**src/rtl/ex_mem_pkg.sv**
```systemverilog
// Shared types for the EX->MEM pipeline register: payload layout, ALU flag indices, occupancy states.
// The flag field exists only when EX_MEM_FLAGS_EN is defined.
package ex_mem_pkg;

  localparam int unsigned XLEN_P   = 32;
  localparam int unsigned REG_AW_P = 5;

  localparam int unsigned FLAG_Z = 3;
  localparam int unsigned FLAG_N = 2;
  localparam int unsigned FLAG_C = 1;
  localparam int unsigned FLAG_V = 0;

  typedef enum logic [1:0] {
    OCC_EMPTY = 2'd0,
    OCC_ONE   = 2'd1,
    OCC_FULL  = 2'd2
  } occ_t;

  typedef struct packed {
    logic [XLEN_P-1:0]   result;
`ifdef EX_MEM_FLAGS_EN
    logic [3:0]          flags;
`endif
    logic [REG_AW_P-1:0] rd;
    logic                reg_write;
    logic                mem_read;
    logic                mem_write;
    logic [2:0]          funct3;
    logic [XLEN_P-1:0]   store_data;
  } ex_mem_payload_t;

endpackage

```
**src/rtl/skid_buf2.sv**
```systemverilog
// Generic 2-entry skid buffer: in_ready and out_valid come straight from flops, output is FIFO-ordered.
module skid_buf2
  import ex_mem_pkg::*;
#(
  parameter int unsigned W = 8
) (
  input  logic         clk,
  input  logic         rst,
  input  logic         flush,
  input  logic         in_valid,
  output logic         in_ready,
  input  logic [W-1:0] in_data,
  output logic         out_valid,
  input  logic         out_ready,
  output logic [W-1:0] out_data
);

  occ_t         state;
  logic [W-1:0] main_q;
  logic [W-1:0] skid_q;

  assign out_data = main_q;

  always_ff @(posedge clk) begin
    if (rst) begin
      state     <= OCC_EMPTY;
      main_q    <= '0;
      skid_q    <= '0;
      out_valid <= 1'b0;
      in_ready  <= 1'b1;
    end else if (flush) begin
      state     <= OCC_EMPTY;
      out_valid <= 1'b0;
      in_ready  <= 1'b1;
    end else begin
      unique case (state)
        OCC_EMPTY: begin
          if (in_valid) begin
            main_q    <= in_data;
            state     <= OCC_ONE;
            out_valid <= 1'b1;
          end
        end
        OCC_ONE: begin
          if (in_valid && out_ready) begin
            main_q <= in_data;
          end else if (in_valid) begin
            skid_q   <= in_data;
            state    <= OCC_FULL;
            in_ready <= 1'b0;
          end else if (out_ready) begin
            state     <= OCC_EMPTY;
            out_valid <= 1'b0;
          end
        end
        OCC_FULL: begin
          // in_ready is low here, so nothing can be accepted while draining the skid entry
          if (out_ready) begin
            main_q   <= skid_q;
            state    <= OCC_ONE;
            in_ready <= 1'b1;
          end
        end
        default: begin
          state     <= OCC_EMPTY;
          out_valid <= 1'b0;
          in_ready  <= 1'b1;
        end
      endcase
    end
  end

endmodule

```
**src/rtl/ex_mem_reg.sv**
```systemverilog
// EX->MEM pipeline register: packs ALU outputs into a payload held by a 2-entry skid buffer.
// Define EX_MEM_FLAGS_EN to carry the {Z,N,C,V} ALU flags alongside the payload.
module ex_mem_reg
  import ex_mem_pkg::*;
#(
  parameter int unsigned XLEN   = XLEN_P,
  parameter int unsigned REG_AW = REG_AW_P
) (
  input  logic              clk,
  input  logic              rst,
  input  logic              flush,
  input  logic              in_valid,
  output logic              in_ready,
  input  logic [XLEN-1:0]   in_result,
`ifdef EX_MEM_FLAGS_EN
  input  logic [3:0]        in_flags,
`endif
  input  logic [REG_AW-1:0] in_rd,
  input  logic              in_reg_write,
  input  logic              in_mem_read,
  input  logic              in_mem_write,
  input  logic [2:0]        in_funct3,
  input  logic [XLEN-1:0]   in_store_data,
  output logic              out_valid,
  input  logic              out_ready,
  output logic [XLEN-1:0]   out_result,
`ifdef EX_MEM_FLAGS_EN
  output logic [3:0]        out_flags,
`endif
  output logic [REG_AW-1:0] out_rd,
  output logic              out_reg_write,
  output logic              out_mem_read,
  output logic              out_mem_write,
  output logic [2:0]        out_funct3,
  output logic [XLEN-1:0]   out_store_data
);

  ex_mem_payload_t in_pl;
  ex_mem_payload_t out_pl;

  // x0 is hardwired to zero, so a write to it is dropped at capture time
  always_comb begin
    in_pl            = '0;
    in_pl.result     = in_result;
`ifdef EX_MEM_FLAGS_EN
    in_pl.flags      = in_flags;
`endif
    in_pl.rd         = in_rd;
    in_pl.reg_write  = in_reg_write && (in_rd != '0);
    in_pl.mem_read   = in_mem_read;
    in_pl.mem_write  = in_mem_write;
    in_pl.funct3     = in_funct3;
    in_pl.store_data = in_store_data;
  end

  skid_buf2 #(
    .W($bits(ex_mem_payload_t))
  ) u_skid (
    .clk       (clk),
    .rst       (rst),
    .flush     (flush),
    .in_valid  (in_valid),
    .in_ready  (in_ready),
    .in_data   (in_pl),
    .out_valid (out_valid),
    .out_ready (out_ready),
    .out_data  (out_pl)
  );

  assign out_result     = out_pl.result;
`ifdef EX_MEM_FLAGS_EN
  assign out_flags      = out_pl.flags;
`endif
  assign out_rd         = out_pl.rd;
  assign out_reg_write  = out_pl.reg_write;
  assign out_mem_read   = out_pl.mem_read;
  assign out_mem_write  = out_pl.mem_write;
  assign out_funct3     = out_pl.funct3;
  assign out_store_data = out_pl.store_data;

endmodule

```
**config.mk**
```make
export PLATFORM = sky130hd
export DESIGN_NAME = ex_mem_reg
export DESIGN_NICKNAME = d
export VERILOG_FILES = /design/src/rtl/ex_mem_pkg.sv /design/src/rtl/skid_buf2.sv /design/src/rtl/ex_mem_reg.sv
export SDC_FILE = /design/constraint.sdc
export NUM_CORES = 1
export LEC_CHECK = 0
export BUFFER_PORTS_ARGS = -buffer_cell sky130_fd_sc_hd__buf_4
export CAP_MARGIN = 20
export CORE_MARGIN = 10
export CORE_UTILIZATION = 49
export CTS_CLUSTER_DIAMETER = 200
export DETAILED_ROUTE_END_ITERATION = 12
export PLACE_DENSITY_LB_ADDON = 0.3
export SKIP_CTS_REPAIR_TIMING = 1
export SYNTH_ARGS = -nofsm -noshare
export SYNTH_HDL_FRONTEND = slang
export SYNTH_HIERARCHICAL = 1
export SYNTH_SLANG_ARGS = --single-unit
```
**constraint.sdc**
```tcl
create_clock -name clk -period 1.4 [get_ports clk]
set_clock_uncertainty 0.15 [all_clocks]
set_input_delay 0.14 -clock clk [delete_from_list [all_inputs] [get_ports clk]]
set_output_delay 0.14 -clock clk [all_outputs]
set_load 0.05 [all_outputs]
```
==> out/results.tsv <==
stage	metric	value	unit
power_and_ir_drop	clkPwrFrac	41.4	%
floorplanning	die_w	141.2	um
synthesis	synth_flop_cell	dfxtp_1	
power_and_ir_drop	p_leak	4.941	nW
layout	final_nets	1111	
worst_hold_path	hold_class	input pin to register	
synthesis	synthTopCellsByArea	dfxtp_1 (43%), mux2i_1 (10%), o41ai_2 (8.8%), nand2_1 (8.0%), nor2b_1 (6.6%)	
power_and_ir_drop	ir_drop	0.8582	mV
cts	clockRootBuffer	clkbuf_16	
run_status	outcome	complete, but fails checks	
drt	wl_per_cell	19.31	um
drt	antenna_left	0	
synthesis	ys_seq_area_share	42.85	%
worst_setup_path	worstPathMaxFanout	70	
flow_run	maxCapViolCount	0	
global_route	first_global_vias	5943	
timing	hold-worst-slack	-21.54	ps
floorplanning	rows	44	
cts	htree_levels	4	
drt	routed_wl	23720	um
timing	slew_headroom	55.17	%
cts	tritoncts	done	
floorplanning	dieArea	0.01993	mm2
worst_setup_path	critical_path_class	register to register	
synthesis	yosys.area.top_type	dfxtp_1	
layout	fill_cells	802	
placed_design	hpwl	12470	um
cts	cts.reportedPaths.clkPinSlew	60	ps
drt	vias	6869	
layout	area.growth.synth_to_final	60.00	%
worst_setup_path	cp-start-kind	register	
floorplanning	io_pins	157	
drt	drt-initial-drc-count	482	
cts	cts_buffer_depth	2	
power_and_ir_drop	p_sw	2.974	mW
layout	drive_gt1_share	44.53	%
timing	setup_tns	-20260	ps
synthesis	synth_nets	871	
synthesis	synth_top_area_share	42.85	%
synthesis	ys_ff_latch	154	
timing	worstMarginPinSlew	672.5	ps
worst_setup_path	worstSetupEndpointType	register	
cts	clkSinkCount	154	
timing	slew_violations	0	
synthesis	async_flop_share	0	%
global_route	grt_pass1_wl	30330	um
synthesis	synth_most_common_cell	dfxtp_1	
timing	final_hold_viol_count	1	
cts	clk_latency	420	ps
timing	fmax	619.6	MHz
synthesis	avgSynthCellArea	9.095	um2
synthesis	syn_area	0.007194	mm2
global_route	grt_max_degree	71	
drt	remaining_drc_errors	0	
run_status	violations	hold timing, setup timing	
worst_setup_path	required	1540	ps
synthesis	synth_cells	791	
global_route	antenna_found_initial	2	
cts	numCtsBuffers	17	
drt	dr.pass1.iters	5	
timing	rsz0062_at_grt	true	
placed_design	port_buffers	156	
placed_design	place_ws	-152.0	ps
synthesis	synth_commonest_cells	dfxtp_1 (154), nand2_1 (153), a21oi_1 (78)	
synthesis	yosys_warnings	6	
timing	setup_viol	150	
synthesis	ys_types	28	
power_and_ir_drop	cellPowerDensity	970.2	mW/mm2
worst_setup_path	arrival	1760	ps
timing	layout_min_cycle_time	1614	ps
floorplanning	die_h	141.2	um
floorplanning	initial_core_util	49.69	%
power_and_ir_drop	power_frac_comb	17.4	%
drt	via_per_inst	5.594	
power_and_ir_drop	switching_share	26.63	%
power_and_ir_drop	seq_power_share	41.2	%
placed_design	place.gp.congestion	0.7339	
power_and_ir_drop	intPower	8.194	mW
global_route	overflow	0	
global_route	gr-usage-all-layers	18.02	%
timing	fin_ws	-213.9	ps
floorplanning	coreArea	0.01448	mm2
timing	fin_crit_sh	115.3	%
synthesis	synth-edff-count	0	
-- cell usage in the layout (no fill, tap or decap), types with 37 or more instances in the layout --
master,instances
a21oi_2,65
buf_4,178
dfxtp_1,152
dlygate4sd3_1,78
mux2i_1,71
nand2_1,66
nand2_4,63
nor2b_1,75
o21ai_1,70
o41ai_2,37
-- power groups by stage --
stage          sequential [mW]  combinational, mW  clock, mW
2_1_floorplan             5.06              0.605          0
3_3_place_gp              4.68               1.58          0
3_5_place_dp              4.68               1.59          0
4_1_cts                   4.59               1.60       4.67
5_1_grt                   4.62               2.05       4.83
6_report                  4.61               1.94       4.62
-- critical path, stage by stage (launching register included) --
cell,delay [ps]
dfxtp_4,370
and3b_1,200
a21oi_4,180
buf_12,300
o21ai_1,130
o41ai_1,110
-- layout make-up --
class / count / area, um2 / share of cell area (%)
Multi-Input combinational cell: 553 / 4553 / 39.55
Timing Repair Buffer: 303 / 3044 / 26.45
Tap cell: 184 / 230.2 / 2.000
Inverter: 2 / 7.507 / 0.06522
Sequential cell: 154 / 3088 / 26.83
Clock buffer: 21 / 460.4 / 4.000
Antenna cell: 2 / 5.005 / 0.04348
Clock inverter: 9 / 122.6 / 1.065
-- kinds of logic after synthesis --
group                  synth area share [%]
buffers and inverters                 6.487
and+or+nand+nor                       15.70
muxes                                 10.43
DFF                                   42.85
AOI/OAI and AO/OA                     24.52
-- path summary, 6_finish.rpt --
path	start	to	slack (ps)	cells past startpoint
worst min register to register	u_skid/skid_q[12]$_SDFFE_PP0P_	u_skid/skid_q[12]$_SDFFE_PP0P_	310	2
worst max-delay path	u_skid/state[0]$_SDFFE_PP0P_	u_skid/out_data[72]$_SDFFE_PP0P_	-210	5
worst max register to register	u_skid/state[0]$_SDFFE_PP0P_	u_skid/out_data[72]$_SDFFE_PP0P_	-210	5
worst min-delay path	out_ready	u_skid/in_ready$_SDFFE_PP1P_	-20	4
-- sequential cells by signal, indices dropped and copies added, names as in the netlist --
register and cells:
u_skid/out_data 75, u_skid/skid_q 75, u_skid/state 2, u_skid/in_ready 1
u_skid/out_valid 1
-- stage by stage --
| step | hold WS (ps) | cells | area (um2) | util [%] | total power [mW] |
|---|---|---|---|---|---|
| 6_report | -21.54 | 1228 | 11510 | 79.50 | 11.17 |
| 5_1_grt | 10.79 | 1228 | 11510 | 79.50 | 11.50 |
| 4_1_cts | -238.6 | 1125 | 9348 | 64.56 | 10.86 |
| 3_5_place_dp | 205.1 | 1095 | 8765 | 60.53 | 6.277 |
| 3_3_place_gp | 194.5 | 1095 | 8765 | 60.53 | 6.262 |
| 2_1_floorplan | 67.02 | 791 | 7267 | - | 5.665 |
-- metal layers --
metal / global-route usage, % / share of wire (%)
met5: 0 / 0
met1: 23.68 / 44
met2: 27.85 / 50
met3: 4.568 / 5.1
met4: 6.576 / 1.5
Note: power is estimated with default switching activity, not from simulation.
